<file path="src/rtl/arith_pkg.sv">
// Shared arithmetic definitions: serial subtractor FSM states and a
// counter-width helper sized for bit-serial operators.
package arith_pkg;

    typedef enum logic [1:0] {
        IDLE  = 2'd0,
        SHIFT = 2'd1,
        DONE  = 2'd2
    } serial_sub_state_t;

    // Bits needed to count 0..width-1, never less than one.
    function automatic int cnt_w(input int width);
        int w;
        w = $clog2(width);
        return (w < 1) ? 1 : w;
    endfunction

endpackage

</file>
<file path="src/rtl/full_subtractor.sv">
// One-bit full subtractor cell: d = x - y - bin, with borrow out.
module full_subtractor (
    input  logic x,
    input  logic y,
    input  logic bin,
    output logic d,
    output logic bout
);

    assign d    = x ^ y ^ bin;
    assign bout = (~x & y) | (~(x ^ y) & bin);

endmodule

</file>
<file path="src/rtl/serial_subtractor.sv">
// Bit-serial subtractor: diff = a - b, LSB first, one cell plus a borrow flop.
// Optional signed-overflow output enabled by defining SERIAL_SUB_OVERFLOW_EN.
module serial_subtractor
    import arith_pkg::*;
#(
    parameter int WIDTH = 4
) (
    input  logic             clk,
    input  logic             rst,
    input  logic             start,
    input  logic [WIDTH-1:0] a,
    input  logic [WIDTH-1:0] b,
    output logic             busy,
    output logic             done,
    output logic [WIDTH-1:0] diff,
`ifdef SERIAL_SUB_OVERFLOW_EN
    output logic             ovf,
`endif
    output logic             borrow
);

    localparam int CNT_W = cnt_w(WIDTH);
    localparam logic [CNT_W-1:0] LAST_CNT = CNT_W'(WIDTH - 1);

    serial_sub_state_t state_reg;
    serial_sub_state_t state_next;

    logic [WIDTH-1:0] a_reg;
    logic [WIDTH-1:0] b_reg;
    logic [WIDTH-1:0] diff_reg;
    logic [CNT_W-1:0] cnt_reg;
    logic             borrow_reg;

    logic cell_d;
    logic cell_bout;

    full_subtractor u_cell (
        .x    (a_reg[0]),
        .y    (b_reg[0]),
        .bin  (borrow_reg),
        .d    (cell_d),
        .bout (cell_bout)
    );

    always_ff @(posedge clk or posedge rst) begin
        if (rst) begin
            state_reg <= IDLE;
        end else begin
            state_reg <= state_next;
        end
    end

    always_comb begin
        state_next = state_reg;
        busy       = 1'b0;
        done       = 1'b0;
        case (state_reg)
            IDLE: begin
                if (start) begin
                    state_next = SHIFT;
                end
            end
            SHIFT: begin
                busy = 1'b1;
                if (cnt_reg == LAST_CNT) begin
                    state_next = DONE;
                end
            end
            DONE: begin
                busy       = 1'b1;
                done       = 1'b1;
                state_next = IDLE;
            end
            default: begin
                state_next = IDLE;
            end
        endcase
    end

    // Datapath: operands shift out LSB first, result bits enter at the MSB.
    always_ff @(posedge clk or posedge rst) begin
        if (rst) begin
            a_reg      <= '0;
            b_reg      <= '0;
            diff_reg   <= '0;
            cnt_reg    <= '0;
            borrow_reg <= 1'b0;
        end else begin
            case (state_reg)
                IDLE: begin
                    if (start) begin
                        a_reg      <= a;
                        b_reg      <= b;
                        diff_reg   <= '0;
                        cnt_reg    <= '0;
                        borrow_reg <= 1'b0;
                    end
                end
                SHIFT: begin
                    a_reg      <= a_reg >> 1;
                    b_reg      <= b_reg >> 1;
                    diff_reg   <= {cell_d, diff_reg[WIDTH-1:1]};
                    borrow_reg <= cell_bout;
                    cnt_reg    <= cnt_reg + CNT_W'(1);
                end
                default: begin
                end
            endcase
        end
    end

`ifdef SERIAL_SUB_OVERFLOW_EN
    logic a_msb_reg;
    logic b_msb_reg;
    logic ovf_reg;

    // MSBs are lost from the shift registers, so keep copies from launch.
    always_ff @(posedge clk or posedge rst) begin
        if (rst) begin
            a_msb_reg <= 1'b0;
            b_msb_reg <= 1'b0;
            ovf_reg   <= 1'b0;
        end else begin
            if (state_reg == IDLE && start) begin
                a_msb_reg <= a[WIDTH-1];
                b_msb_reg <= b[WIDTH-1];
                ovf_reg   <= 1'b0;
            end else if (state_reg == SHIFT && cnt_reg == LAST_CNT) begin
                ovf_reg <= (a_msb_reg != b_msb_reg) && (cell_d != a_msb_reg);
            end
        end
    end

    assign ovf = ovf_reg;
`endif

    assign diff   = diff_reg;
    assign borrow = borrow_reg;

endmodule

</file>
<file path="config.mk">
export PLATFORM = sky130hd
export DESIGN_NAME = serial_subtractor
export DESIGN_NICKNAME = d
export VERILOG_FILES = /design/src/rtl/arith_pkg.sv /design/src/rtl/full_subtractor.sv /design/src/rtl/serial_subtractor.sv
export SDC_FILE = /design/constraint.sdc
export NUM_CORES = 1
export LEC_CHECK = 0
export ABC_AREA = 1
export CORE_MARGIN = 4
export CORE_UTILIZATION = 53
export DETAILED_ROUTE_END_ITERATION = 6
export GPL_TIMING_DRIVEN = 0
export PLACE_DENSITY = 0.82
export SYNTH_ARGS = -nofsm -noshare
export SYNTH_HDL_FRONTEND = slang
export SYNTH_SLANG_ARGS = --single-unit
</file>
<file path="constraint.sdc">
create_clock -name clk -period 3 [get_ports clk]
set_clock_uncertainty 0.1 [all_clocks]
set_input_delay 0.6 -clock clk [delete_from_list [all_inputs] [get_ports clk]]
set_output_delay 0.6 -clock clk [all_outputs]
set_load 0.1 [all_outputs]
</file>
# [After elaboration in Yosys (flattened, before gate mapping)]
# Cells that the tools add are included.
[word_totals] out_inout_bits=7 ff_bits=17 inputBits=11 wordCells=39
[classes] eq_ne=5 n_addsub=1 bitwise_logic=7 n_mux=15 n_reduce_logical=5
[ops] cell="one-hot mux 4 bit (2 select lines)" count=3
[ops] cell="2-to-1 mux 4 bit" count=3
[ops] cell="one-hot mux 2 bit (2 select lines)" count=2
[ops] cell="2-to-1 mux 2 bit" count=3
[ops] cell="equality test 2 bit (second input constant)" count=2
[ops] cell="!= test 2 bit (second input constant)" count=2
[ops] cell="AND reduction 2 bit" count=2
[ops] cell="2-to-1 mux 1 bit" count=3
[ops] cell="adder 2 x 1 -> 2 bit (second input constant)" count=1
[ops] cell="bitwise AND 1 bit" count=2
[ops] cell="equality test 2 x 1 -> 1 bit (second input constant)" count=1
[ops] cell="zero test 2 bit" count=1
[ops] cell="inverter 1 bit" count=2
[ops] cell="one-hot mux 1 bit (2 select lines)" count=1
[ops] cell="nonzero test 2 bit" count=1
[ops] cell="OR reduction 2 bit" count=1
[ops] cell="XOR 1 bit" count=2
[ops] cell="OR 1 bit" count=1

# [Depth between registers and ports, before layout]
# Gate-level depths: netlist (run 1).
[depth] word_depth=5 depth_mapped=7

# [By module]
# Synthesis (run 1) repeated with hierarchy kept, for this count alone.
[unflattened] hier_cells=123 hier_area_um2=968.4
[by_module_without_submodules] mod="serial_subtractor" seq_area_each_um2=425.4 cells_each=119 n_inst=1 area_per_inst_um2=937.1
[by_module_without_submodules] mod="full_subtractor" seq_area_each_um2=0.0 cells_each=4 n_inst=1 area_per_inst_um2=31.3

# [Worst setup path after synthesis (run 1)]
# No wires, ideal clock.
[synth_timing] path_kind="reg-to-output" from="register state_reg[0]" to="output port busy" path_stages_with_launch=3 t_arrival_ns=1.268 path_slack_ns=1.032 cell_sequence="dfrtp_1 > inv_1 > ha_1"
[synth_via] elab_chain_len=3 word_cells_on_any_way=4
[synth_rtl] item="start, declared" line_no="serial_subtractor.sv:25" rtl="serial_sub_state_t state_reg;"
[synth_rtl] item="start signal, assigned" line_no="serial_subtractor.sv:49" rtl="state_reg <= state_next;"
[synth_rtl] item="equality test 2 x 1 -> 1 bit / equality test 2 bit (equally long branches)" line_no="serial_subtractor.sv:57" rtl="case (state_reg)"
[synth_rtl] item="OR reduction 2 bit (no line) (*)"
[synth_rtl] item="2-to-1 mux 1 bit (*)" line_no="serial_subtractor.sv:57"
[synth_rtl] item="end, declared" line_no="serial_subtractor.sv:13" rtl="output logic busy,"
# Every way passes the cells marked *; elsewhere a longest branch is shown, timed or not.

# [Worst setup path in the final report (run 1)]
# Ends and elaborated chain as after synthesis.

==> results of run 1 <==
## final cells by class
type                       instances  area share, %
sequential                        17           38.3
clock buffer                       4           2.36
tap                               16           1.80
buffer                             3           2.48
inverter                           8           2.70
timing repair buffer              17           15.3
multi-input combinational         83           37.0
## cell usage in the layout, fill, tap and decap left out
cell type | Yosys | final
nand2_2 | 3 | 3
ha_1 | 5 | 5
clkdlybuf4s50_1 | 0 | 17
nand2_1 | 48 | 48
inv_2 | 2 | 2
nor2_1 | 2 | 2
buf_2 | 1 | 1
clkbuf_1 | 0 | 1
fa_1 | 1 | 1
dfrtp_1 | 17 | 17
buf_6 | 2 | 2
inv_1 | 6 | 6
nand3_1 | 22 | 22
clkbuf_4 | 0 | 3
nand4_1 | 2 | 2
## power by group through the flow
stage	Combinational, mW	Clock [mW]	Sequential [mW]
6_report	0.725	0.125	0.382
5_1_grt	0.796	0.138	0.395
4_1_cts	0.730	0.126	0.383
3_5_place_dp	0.727	0	0.389
3_3_place_gp	0.704	0	0.380
2_1_floorplan	0.453	0	0.493
## through the flow
| step | hold WS, ns | area, um^2 | util, % |
|---|---|---|---|
| 2_1_floorplan | 0.367 | 895 | - |
| 3_3_place_gp | 0.382 | 1080 | 69.6 |
| 3_5_place_dp | 0.387 | 1080 | 69.6 |
| 4_1_cts | 0.410 | 1110 | 71.3 |
| 5_1_grt | 0.435 | 1110 | 71.3 |
| 6_report | 0.404 | 1110 | 71.3 |
## metal layers
layer | vias to the layer above | part of all wire (%) | global-route usage, %
li1 | 398 | - | -
met1 | 360 | 47 | 22.0
met2 | 19 | 47 | 30.4
met3 | 5 | 5.0 | 3.67
met4 | 0 | 1.5 | 7.11
met5 | - | 0 | 0
## worst reg2reg max path, stage by stage, from the launching register on
cell and delay (ns):
dfrtp_1 0.43, inv_1 0.10, ha_1 0.29, inv_2 0.05
nand2_2 0.15, nand2_2 0.15, nand2_1 0.10, nand2_1 0.05
## worst min path at each step
stage	from	to	cells past startpoint
2_1_floorplan	state_reg[1]	state_reg[1]	2
3_3_place_gp	diff[0]	diff[0]	2
3_5_place_dp	diff[0]	diff[0]	2
4_1_cts	diff[0]	diff[0]	2
5_1_grt	a_reg[3]	a_reg[3]	2
6_report	diff[0]	diff[0]	2
## cell families (layout without fill, tap and decap cells)
logic type,after synthesis,count (layout)
DFF,17,17
and+or+nand+nor,77,77
adders and majority gates,6,6
buffers and inverters,11,32
==> metrics.md, run 1 <==
| Metric | Value |
|---|---|
| Half-perimeter wire length after placement | 1390 um |
| RSZ-0062 raised after global routing | no |
| TritonCTS clock tree | done |
| Die area | approximately 0.0024 mm^2 |
| Total CTS buffers | 3 |
| Core Rows | 14 |
| Worst Max-Slew Pin Slew | 0.971 ns |
| Core footprint | 0.00156 mm^2 |
| DRT Wirelength | 1910 um |
| Simple-gate share of the synthesized area | between 30% and 40% |
| Max frequency | 346 MHz |
| Ant. Diodes | 0 |
| PD cells | 1110 mW/mm^2 |
| Synth unique cells | 12 |
| CP required | 2.30 ns |
| Non-Filler Instances | ~150 |
| Layout cell share with drive strength beyond 1 | 8.33% |
| Cells after synthesis | 111 |
| Insertion delay to the later sink of the worst-skew pair | ~0.29 ns |
| Synth warn | 0 |
| Pre-CTS setup slack | between 0.4 and 0.5 ns |
| CTS root buf | clkbuf_4 |
| Critical path type | reg -> out |
| Dpl cells | ~140 |
| Final setup fails | 0 |
| 1st-pass router iterations | 4 |
| Crit path from | state_reg[0] |
| Worst path depth | 3 |
| EDFF count, synth | 0 |
| Initial antenna violation count | 0 |
| Ports | 18 |
| # nets final | 150 |
| Final global-route overflow total | 0 |
| DR DRC count | 0 |
| Post-synth top area share | between 40% and 50% |
| Most frequent cell after synthesis | nand2_1 |
| Clock Sinks | 17 |
| Initial Utilization | 57.4% |
| FF-to-FF Start | state_reg[0] |
| Post-synthesis async set-or-reset flop share | 100% |
| Total power | ~1.2 mW |
| Maximum fanout along the worst path | 4 |
| Largest family of logic cells by synthesized area | simple AND/OR/NAND/NOR gates |
| Vias in the first global route | 810 |
| Leakage | 0.607 nW |
| Via density | approximately 5.3 |
| Register area | 425 um^2 |
| Critical path destination | busy |
| Switch share | 53.0% |
| Multi-input gate area | ~400 um^2 |
| Worst slew margin | a little over a third |
| Post-cts gate resize count | 0 |
| Worst hold path type | reg -> reg |
| Area added between synthesis and finish | 24.2% |
| Clock Pin Slew Worst Setup and Hold Paths | 0.10 ns |
| Largest cells by area after synthesis | dfrtp_1 (48%), nand2_1 (20%), nand3_1 (12%) |
| DRT antenna net count | 0 |
| Area leader, netlist | dfrtp_1 |
| Synthesized cell area | 895 um^2 |
| Sequential share of power | 31.0% |
| Cell depth of the worst flop-to-flop path | 7 |
| Critical path capture point type | output port |
| Post-synthesis compound-gate area fraction | 0% |
| Largest stage delay, worst path | 1.12 ns |
| Reg2Reg Setup Slack | between 1 and 1.5 ns |
| Slowest CP cell | clkdlybuf4s50_1 |
| Max-cap violations | 0 |
| Total number of vias | around 800 |
| Mapped Avg Cell Area | roughly 8 um^2 |
| Die width | 49.1 um |
| WL per Instance | around 13 um |
| First-pass GRT wire length | 3420 um |
| Port bufs | 17 |
| Post-CTS setup buffer count | 0 |
| CTS Buffer Depth | 2 |
| Crit path max-delay family | buffers and inverters |
| 1st-iter DRT viols | 13 |
| WP buf/inv | 2 |
| Final slew viol count | 0 |
| Global placer's final weighted congestion | 0.766 |
| Net Switching | 0.653 mW |
| Post-synthesis adder-cell area fraction | between 9 and 10% |
| Period utilization | 96.4% |
| Seq/Total Area, Yosys | 47.6% |
| Mux share of post-synthesis cell area | 0% |
| Top cells by count, synth | nand2_1 (48), nand3_1 (22), dfrtp_1 (17) |
| Fillers | 126 |
| CTS HTree Levels | 1 |
| Synthesized net count | 128 |
| Die Ht | 49.1 um |
| Pin count of the biggest net entering global routing | 18 |
| Gate power share | 58.9% |
| Critical path startpoint category | flip-flop |
| RR Endpoint | a_reg[1] |
| Gr usage total | 17.9% |
| Ys flop type | dfrtp_1 |
| Crit path arrival time | roughly 2.2 ns |
| Post-CTS Hold Buffers | 0 |
| Status | complete, no violations |
| Fin crit period | 2.89 ns |
| Clk pwr share | 10.1% |
| XOR/XNOR Fraction of Synth Area | 0% |
| Setup_tns | 0 ns |
| Setup ws final | around 0.11 ns |
| VDD IR max | 1.06 mV |
| Internal Power | about 0.58 mW |
| Critical-path cell list | inv_1 -> ha_1 -> clkdlybuf4s50_1 |
| Final hold viol count | 0 |
| Yosys reg bits | 17 |
No activity file was read; power rests on OpenSTA's default activity.
==> run 2: changes to the inputs <==
--- a/config.mk
+++ b/config.mk
@@ -6,7 +6,6 @@
 export NUM_CORES = 1
 export LEC_CHECK = 0
 export ABC_AREA = 1
-export CORE_MARGIN = 4
 export CORE_UTILIZATION = 53
 export DETAILED_ROUTE_END_ITERATION = 6
 export GPL_TIMING_DRIVEN = 0
==> run 2 against run 1 <==
Compared with the run above:
- worst hold slack better by 0.010 ns
- fmax is 0.25% higher
- via count is 2.9% lower
- non-clock buffer count stayed put
- cell count stayed put
- sequential cell count stayed put
- largest power group unchanged
==> metrics.md, run 2 (synthesis gave the netlist of run 1 again) <==
| Metric | Value |
|---|---|
| Status | complete, no violations (unchanged) |
| Dpl cells | 144 (unchanged) |
| Critical-path cell list | inv_1 -> ha_1 -> clkdlybuf4s50_1 (unchanged) |
| Post-CTS Hold Buffers | 0 (unchanged) |
| Die width | 43.1 um (was 49.1 um) |
| Max-cap violations | 0 (unchanged) |
| Crit path arrival time | 2.18 ns (was 2.19 ns) |
| Initial antenna violation count | 0 (unchanged) |
| First-pass GRT wire length | 2730 um (was 3420 um) |
| Fin crit period | 2.88 ns (was 2.89 ns) |
| WP buf/inv | 2 (unchanged) |
| Multi-input gate area | 412 um^2 (unchanged) |
| Vias in the first global route | 639 (was 810) |
| Period utilization | 96.1% (was 96.4%) |
| Critical path capture point type | output port (unchanged) |
| Die area | 0.00186 mm^2 (was 0.00241 mm^2) |
| VDD IR max | 0.804 mV (was 1.06 mV) |
| Leakage | 0.607 nW (unchanged) |
| Worst hold path type | reg -> reg (unchanged) |
| Worst slew margin | 35.2% (was 35.0%) |
| CTS HTree Levels | 1 (unchanged) |
| CP required | 2.30 ns (about the same) |
| Largest stage delay, worst path | 1.12 ns (about the same) |
| DRT antenna net count | 0 (unchanged) |
| Non-Filler Instances | 148 (unchanged) |
| Clock Sinks | 17 (unchanged) |
| CTS Buffer Depth | 2 (unchanged) |
| Ports | 18 (unchanged) |
| # nets final | 150 (unchanged) |
| CTS root buf | clkbuf_4 (unchanged) |
| Layer with the highest usage | met2 (unchanged) |
| Commonest cells after routing, fill and taps aside | nand2_1 (48), nand3_1 (22), dfrtp_1 (17), clkdlybuf4s50_1 (17), inv_1 (6) (unchanged) |
| Clock Pin Slew Worst Setup and Hold Paths | 0.09 ns (was 0.10 ns) |
| Crit path max-delay family | buffers and inverters (unchanged) |
| RSZ-0062 raised after global routing | no (unchanged) |
| Total number of vias | 759 (was 782) |
| Slowest CP cell | clkdlybuf4s50_1 (unchanged) |
| Final global-route overflow total | 0 (unchanged) |
| PD cells | 1100 mW/mm^2 (was 1110 mW/mm^2) |
| Ant. Diodes | 0 (unchanged) |
| Insertion delay to the later sink of the worst-skew pair | 0.30 ns (was 0.29 ns) |
| DRT Wirelength | 1690 um (was 1910 um) |
| Final slew viol count | 0 (unchanged) |
| Pin count of the biggest net entering global routing | 18 (unchanged) |
| TritonCTS clock tree | done (unchanged) |
| 1st-iter DRT viols | 21 (was 13) |
| Commonest non-fill, non-tap cell in the layout | nand2_1 (unchanged) |
| Maximum fanout along the worst path | 4 (unchanged) |
| Post-cts gate resize count | 0 (unchanged) |
| Fillers | 129 (was 126) |
| Final hold viol count | 0 (unchanged) |
| Half-perimeter wire length after placement | 1230 um (was 1390 um) |
| Core Rows | 14 (unchanged) |
| 1st-pass router iterations | 4 (unchanged) |
| Port bufs | 17 (unchanged) |
| Global placer's final weighted congestion | 0.761 (was 0.766) |
| Setup_tns | 0 ns (unchanged) |
| Gr usage total | 19.7% (was 17.9%) |
| Met3 usage | 2.55% (was 3.67%) |
| Via density | 5.13 (was 5.28) |
| Met1 Resource Use GR | 26.0% (was 22.0%) |
| Area added between synthesis and finish | 24.2% (unchanged) |
| Initial Utilization | 58.0% (was 57.4%) |
| Max frequency | 347 MHz (was 346 MHz) |
| Final setup fails | 0 (unchanged) |
| Total CTS buffers | 3 (unchanged) |
| Core footprint | 0.00154 mm^2 (was 0.00156 mm^2) |
| WL per Instance | 11.4 um (was 12.9 um) |
| Critical path type | reg -> out (unchanged) |
| Die Ht | 43.1 um (was 49.1 um) |
| Layout cell share with drive strength beyond 1 | 8.33% (unchanged) |
| DR DRC count | 0 (unchanged) |
| Met2 Track Usage GR | 31.0% (was 30.4%) |
| Post-CTS setup buffer count | 0 (unchanged) |
| Register area | 425 um^2 (unchanged) |
| Worst Max-Slew Pin Slew | 0.970 ns (was 0.971 ns) |
| Critical path startpoint category | flip-flop (unchanged) |
==> run 2: cell counts in the layout (fill, tap and decap cells not counted) <==
No cell type changed its count.
==> run 2: layout make-up <==
cell class / count / area share [%]
inverter: 8 / 2.70
tap: 16 / 1.80
multi-input combinational: 83 / 37.0
clock buffer: 4 / 2.36
buffer: 3 / 2.48
timing repair buffer: 17 / 15.3
sequential: 17 / 38.3
==> run 2: worst paths after layout <==
kind                              start           end  slack [ns]  cells after the start
max                        state_reg[0]          busy        0.12                      3
min                        state_reg[1]  state_reg[1]        0.41                      2
max reg2reg                state_reg[0]      a_reg[2]        1.50                      7
min reg2reg                state_reg[1]  state_reg[1]        0.41                      2
max in group asynchronous           rst       diff[1]        1.83                      2
min in group asynchronous           rst      a_reg[0]        0.56                      2
==> run 2: worst reg2reg max path, stage by stage (launching register included) <==
cell and delay, ns:
dfrtp_1 0.43, inv_1 0.10, ha_1 0.29, inv_2 0.06, nand2_2 0.14, nand2_2 0.15
nand2_1 0.09, nand2_1 0.05
==> run 2: where the power goes <==
part,switching (mW),total (mW),internal (mW),leakage (nW)
clock network,0.0754,0.127,0.0518,0.0150
logic,0.508,0.713,0.205,0.371
registers,0.0581,0.378,0.320,0.221
total,0.641,1.22,0.577,0.607
==> run 2: per-layer routing <==
| metal | share of wire (%) | up-vias |
|---|---|---|
| met5 | 0 | - |
| met4 | 1.5 | 0 |
| met3 | 2.5 | 2 |
| met2 | 47 | 11 |
| met1 | 49 | 352 |
| li1 | - | 394 |
==> run 2: stage by stage <==
stage / hold slack, ns / power (mW) / setup WS [ns] / utilization, % / cell area [um^2]
floorplan: 0.367 / 0.946 / 1.03 / - / 895
global placement: 0.384 / 1.08 / 0.458 / 70.4 / 1080
detailed placement: 0.394 / 1.10 / 0.440 / 70.4 / 1080
CTS: 0.415 / 1.22 / 0.108 / 72.1 / 1110
global route: 0.438 / 1.30 / 0.0750 / 72.1 / 1110
finish: 0.415 / 1.22 / 0.116 / 72.1 / 1110
==> run 3: changes to the inputs <==
--- a/config.mk
+++ b/config.mk
@@ -6,10 +6,10 @@
 export NUM_CORES = 1
 export LEC_CHECK = 0
 export ABC_AREA = 1
-export CORE_UTILIZATION = 53
+export CORE_UTILIZATION = 49
 export DETAILED_ROUTE_END_ITERATION = 6
 export GPL_TIMING_DRIVEN = 0
-export PLACE_DENSITY = 0.82
+export PLACE_DENSITY = 0.77
 export SYNTH_ARGS = -nofsm -noshare
 export SYNTH_HDL_FRONTEND = slang
 export SYNTH_SLANG_ARGS = --single-unit
==> constraint.sdc (replaced) <==
create_clock -name clk -period 3.1 [get_ports clk]
set_clock_uncertainty 0.1 [all_clocks]
set_input_delay 0.62 -clock clk [delete_from_list [all_inputs] [get_ports clk]]
set_output_delay 0.62 -clock clk [all_outputs]
set_load 0.1 [all_outputs]
==> run 3 against run 2 <==
Compared with the run above:
- cell count is 6.1% higher
- total power decreased by 3.1%
- critical path depth is the same
- sequential power down 3%
- core utilization is 7.1 points lower
- die area rose by 7.8%
- critical endpoint unchanged
- largest power group unchanged
- highest routed layer unchanged
==> metrics.md, run 3 (synthesis gave the netlist of run 1 again) <==
| Metric | Value |
|---|---|
| Post-cts gate resize count | 0 (unchanged) |
| Pin count of the biggest net entering global routing | 18 (unchanged) |
| Period utilization | a little over nine tenths |
| Status | complete, no violations (unchanged) |
| DRT Wirelength | 1820 um (was 1690 um) |
| Initial antenna violation count | 0 (unchanged) |
| Die area | 0.00200 mm^2 (was 0.00186 mm^2) |
| Core footprint | 0.00173 mm^2 (was 0.00154 mm^2) |
| CTS HTree Levels | 1 (unchanged) |
| 1st-iter DRT viols | 8 (was 21) |
| Via density | 5.02 (was 5.13) |
| DR DRC count | 0 (unchanged) |
| Commonest non-fill, non-tap cell in the layout | nand2_1 (unchanged) |
| Post-CTS setup buffer count | 0 (unchanged) |
| Clock Pin Slew Worst Setup and Hold Paths | 0.10 ns (was 0.09 ns) |
| Ports | 18 (unchanged) |
| CTS root buf | clkbuf_4 (unchanged) |
| Insertion delay to the later sink of the worst-skew pair | 0.29 ns (was 0.30 ns) |
| Gr usage total | 22.0% (was 19.7%) |
| TritonCTS clock tree | done (unchanged) |
| Total CTS buffers | 3 (unchanged) |
| Crit path arrival time | 2.18 ns (about the same) |
| Post-route cell area | 0.00112 mm^2 (was 0.00111 mm^2) |
| Critical path capture point type | output port (unchanged) |
| Area after DPL | 0.00110 mm^2 (was 0.00108 mm^2) |
| Area added between synthesis and finish | 25.5% (was 24.2%) |
| Clock Sinks | 17 (unchanged) |
| Non-Filler Instances | 157 (was 148) |
| Worst Max-Slew Pin Slew | 0.975 ns (was 0.970 ns) |
| # nets final | 150 (unchanged) |
| 1st-pass router iterations | 4 (unchanged) |
| VDD IR max | 0.818 mV (was 0.804 mV) |
| WL per Instance | 11.6 um (was 11.4 um) |
| Leakage | 0.607 nW (unchanged) |
| WHS | 0.409 ns (was 0.415 ns) |
| Setup_tns | 0 ns (unchanged) |
| Final slew viol count | 0 (unchanged) |
| Critical path type | reg -> out (unchanged) |
| First-pass GRT wire length | 3090 um (was 2730 um) |
| Half-perimeter wire length after placement | 1330 um (was 1230 um) |
| CTS Buffer Depth | 2 (unchanged) |
| Fillers | 174 (was 129) |
| Vias in the first global route | 704 (was 639) |
| Dpl cells | 153 (was 144) |
| Maximum fanout along the worst path | 4 (unchanged) |
| Final global-route overflow total | 0 (unchanged) |
| Layout cell share with drive strength beyond 1 | 8.33% (unchanged) |
| Total number of vias | 788 (was 759) |
| Final core utilization | 65.0% (was 72.1%) |
| Port bufs | 17 (unchanged) |
| Post-CTS Hold Buffers | 0 (unchanged) |
| Die width | 44.7 um (was 43.1 um) |
| Commonest cells after routing, fill and taps aside | nand2_1 (48), nand3_1 (22), dfrtp_1 (17), clkdlybuf4s50_1 (17), inv_1 (6) (unchanged) |
| Die Ht | 44.7 um (was 43.1 um) |
| Final setup fails | 0 (unchanged) |
| PD cells | 1050 mW/mm^2 (was 1100 mW/mm^2) |
| Worst hold path type | reg -> reg (unchanged) |
| Core Rows | 15 (was 14) |
| Ant. Diodes | 0 (unchanged) |
| Global placer's final weighted congestion | 0.760 (was 0.761) |
| Max frequency | 345 MHz |
| Final hold viol count | 0 (unchanged) |
| RSZ-0062 raised after global routing | no (unchanged) |
| Fin crit period | a little under 3 ns |
| Initial Utilization | 51.8% (was 58.0%) |
| Max-cap violations | 0 (unchanged) |
| CP required | 2.38 ns (was 2.30 ns) |
| Worst slew margin | 34.8% (was 35.2%) |
| Critical path startpoint category | flip-flop (unchanged) |
| DRT antenna net count | 0 (unchanged) |
run 3: cell counts in the layout (fill, tap and decap cells not counted):
No cell type changed its count.
run 3: cell type report:
cell class                      instances  area (um^2)  area share, %
Clock buffer                            4         26.3           2.34
Inverter                                8         30.0           2.68
Buffer                                  3         27.5           2.45
Timing Repair Buffer                   17          170           15.2
Sequential cell                        17          425           37.9
Multi-Input combinational cell         83          412           36.7
Tap cell                               25         31.3           2.79
run 3: metrics by stage:
step	setup WS (ns)	total power [mW]
2_1_floorplan	1.11	0.916
3_3_place_gp	0.544	1.05
3_5_place_dp	0.492	1.08
4_1_cts	0.171	1.19
5_1_grt	0.124	1.28
6_report	0.198	1.18
run 3: path summary, 6_finish.rpt:
kind	endpoint	slack, ns	depth (start not counted)	startpoint
worst max register to register	diff[2]	1.60	6	state_reg[1]
worst min-delay path	a_reg[3]	0.41	2	a_reg[3]
max in group asynchronous	diff[2]	1.87	2	rst
min in group asynchronous	a_reg[0]	0.60	2	rst
worst min register to register	a_reg[3]	0.41	2	a_reg[3]
worst max-delay path	busy	0.20	3	state_reg[0]
run 3: per-layer routing:
layer	up-vias	GRT usage, %	wire length (um)
met5	-	0	0
met4	0	10.9	27
met3	4	4.80	59
met2	18	34.4	924
met1	369	29.0	808
li1	397	-	-
run 3: power by group:
part	total [mW]	leakage [nW]	internal [mW]	switching (mW)
clock	0.118	0.0150	0.0500	0.0675
combinational	0.696	0.371	0.199	0.497
sequential	0.367	0.221	0.310	0.0571
total	1.18	0.607	0.559	0.622
run 3: worst max-delay path, stage by stage, from the launching register on:
cell,delay (ns)
dfrtp_1,0.41
inv_1,0.08
ha_1,0.28
clkdlybuf4s50_1,1.13
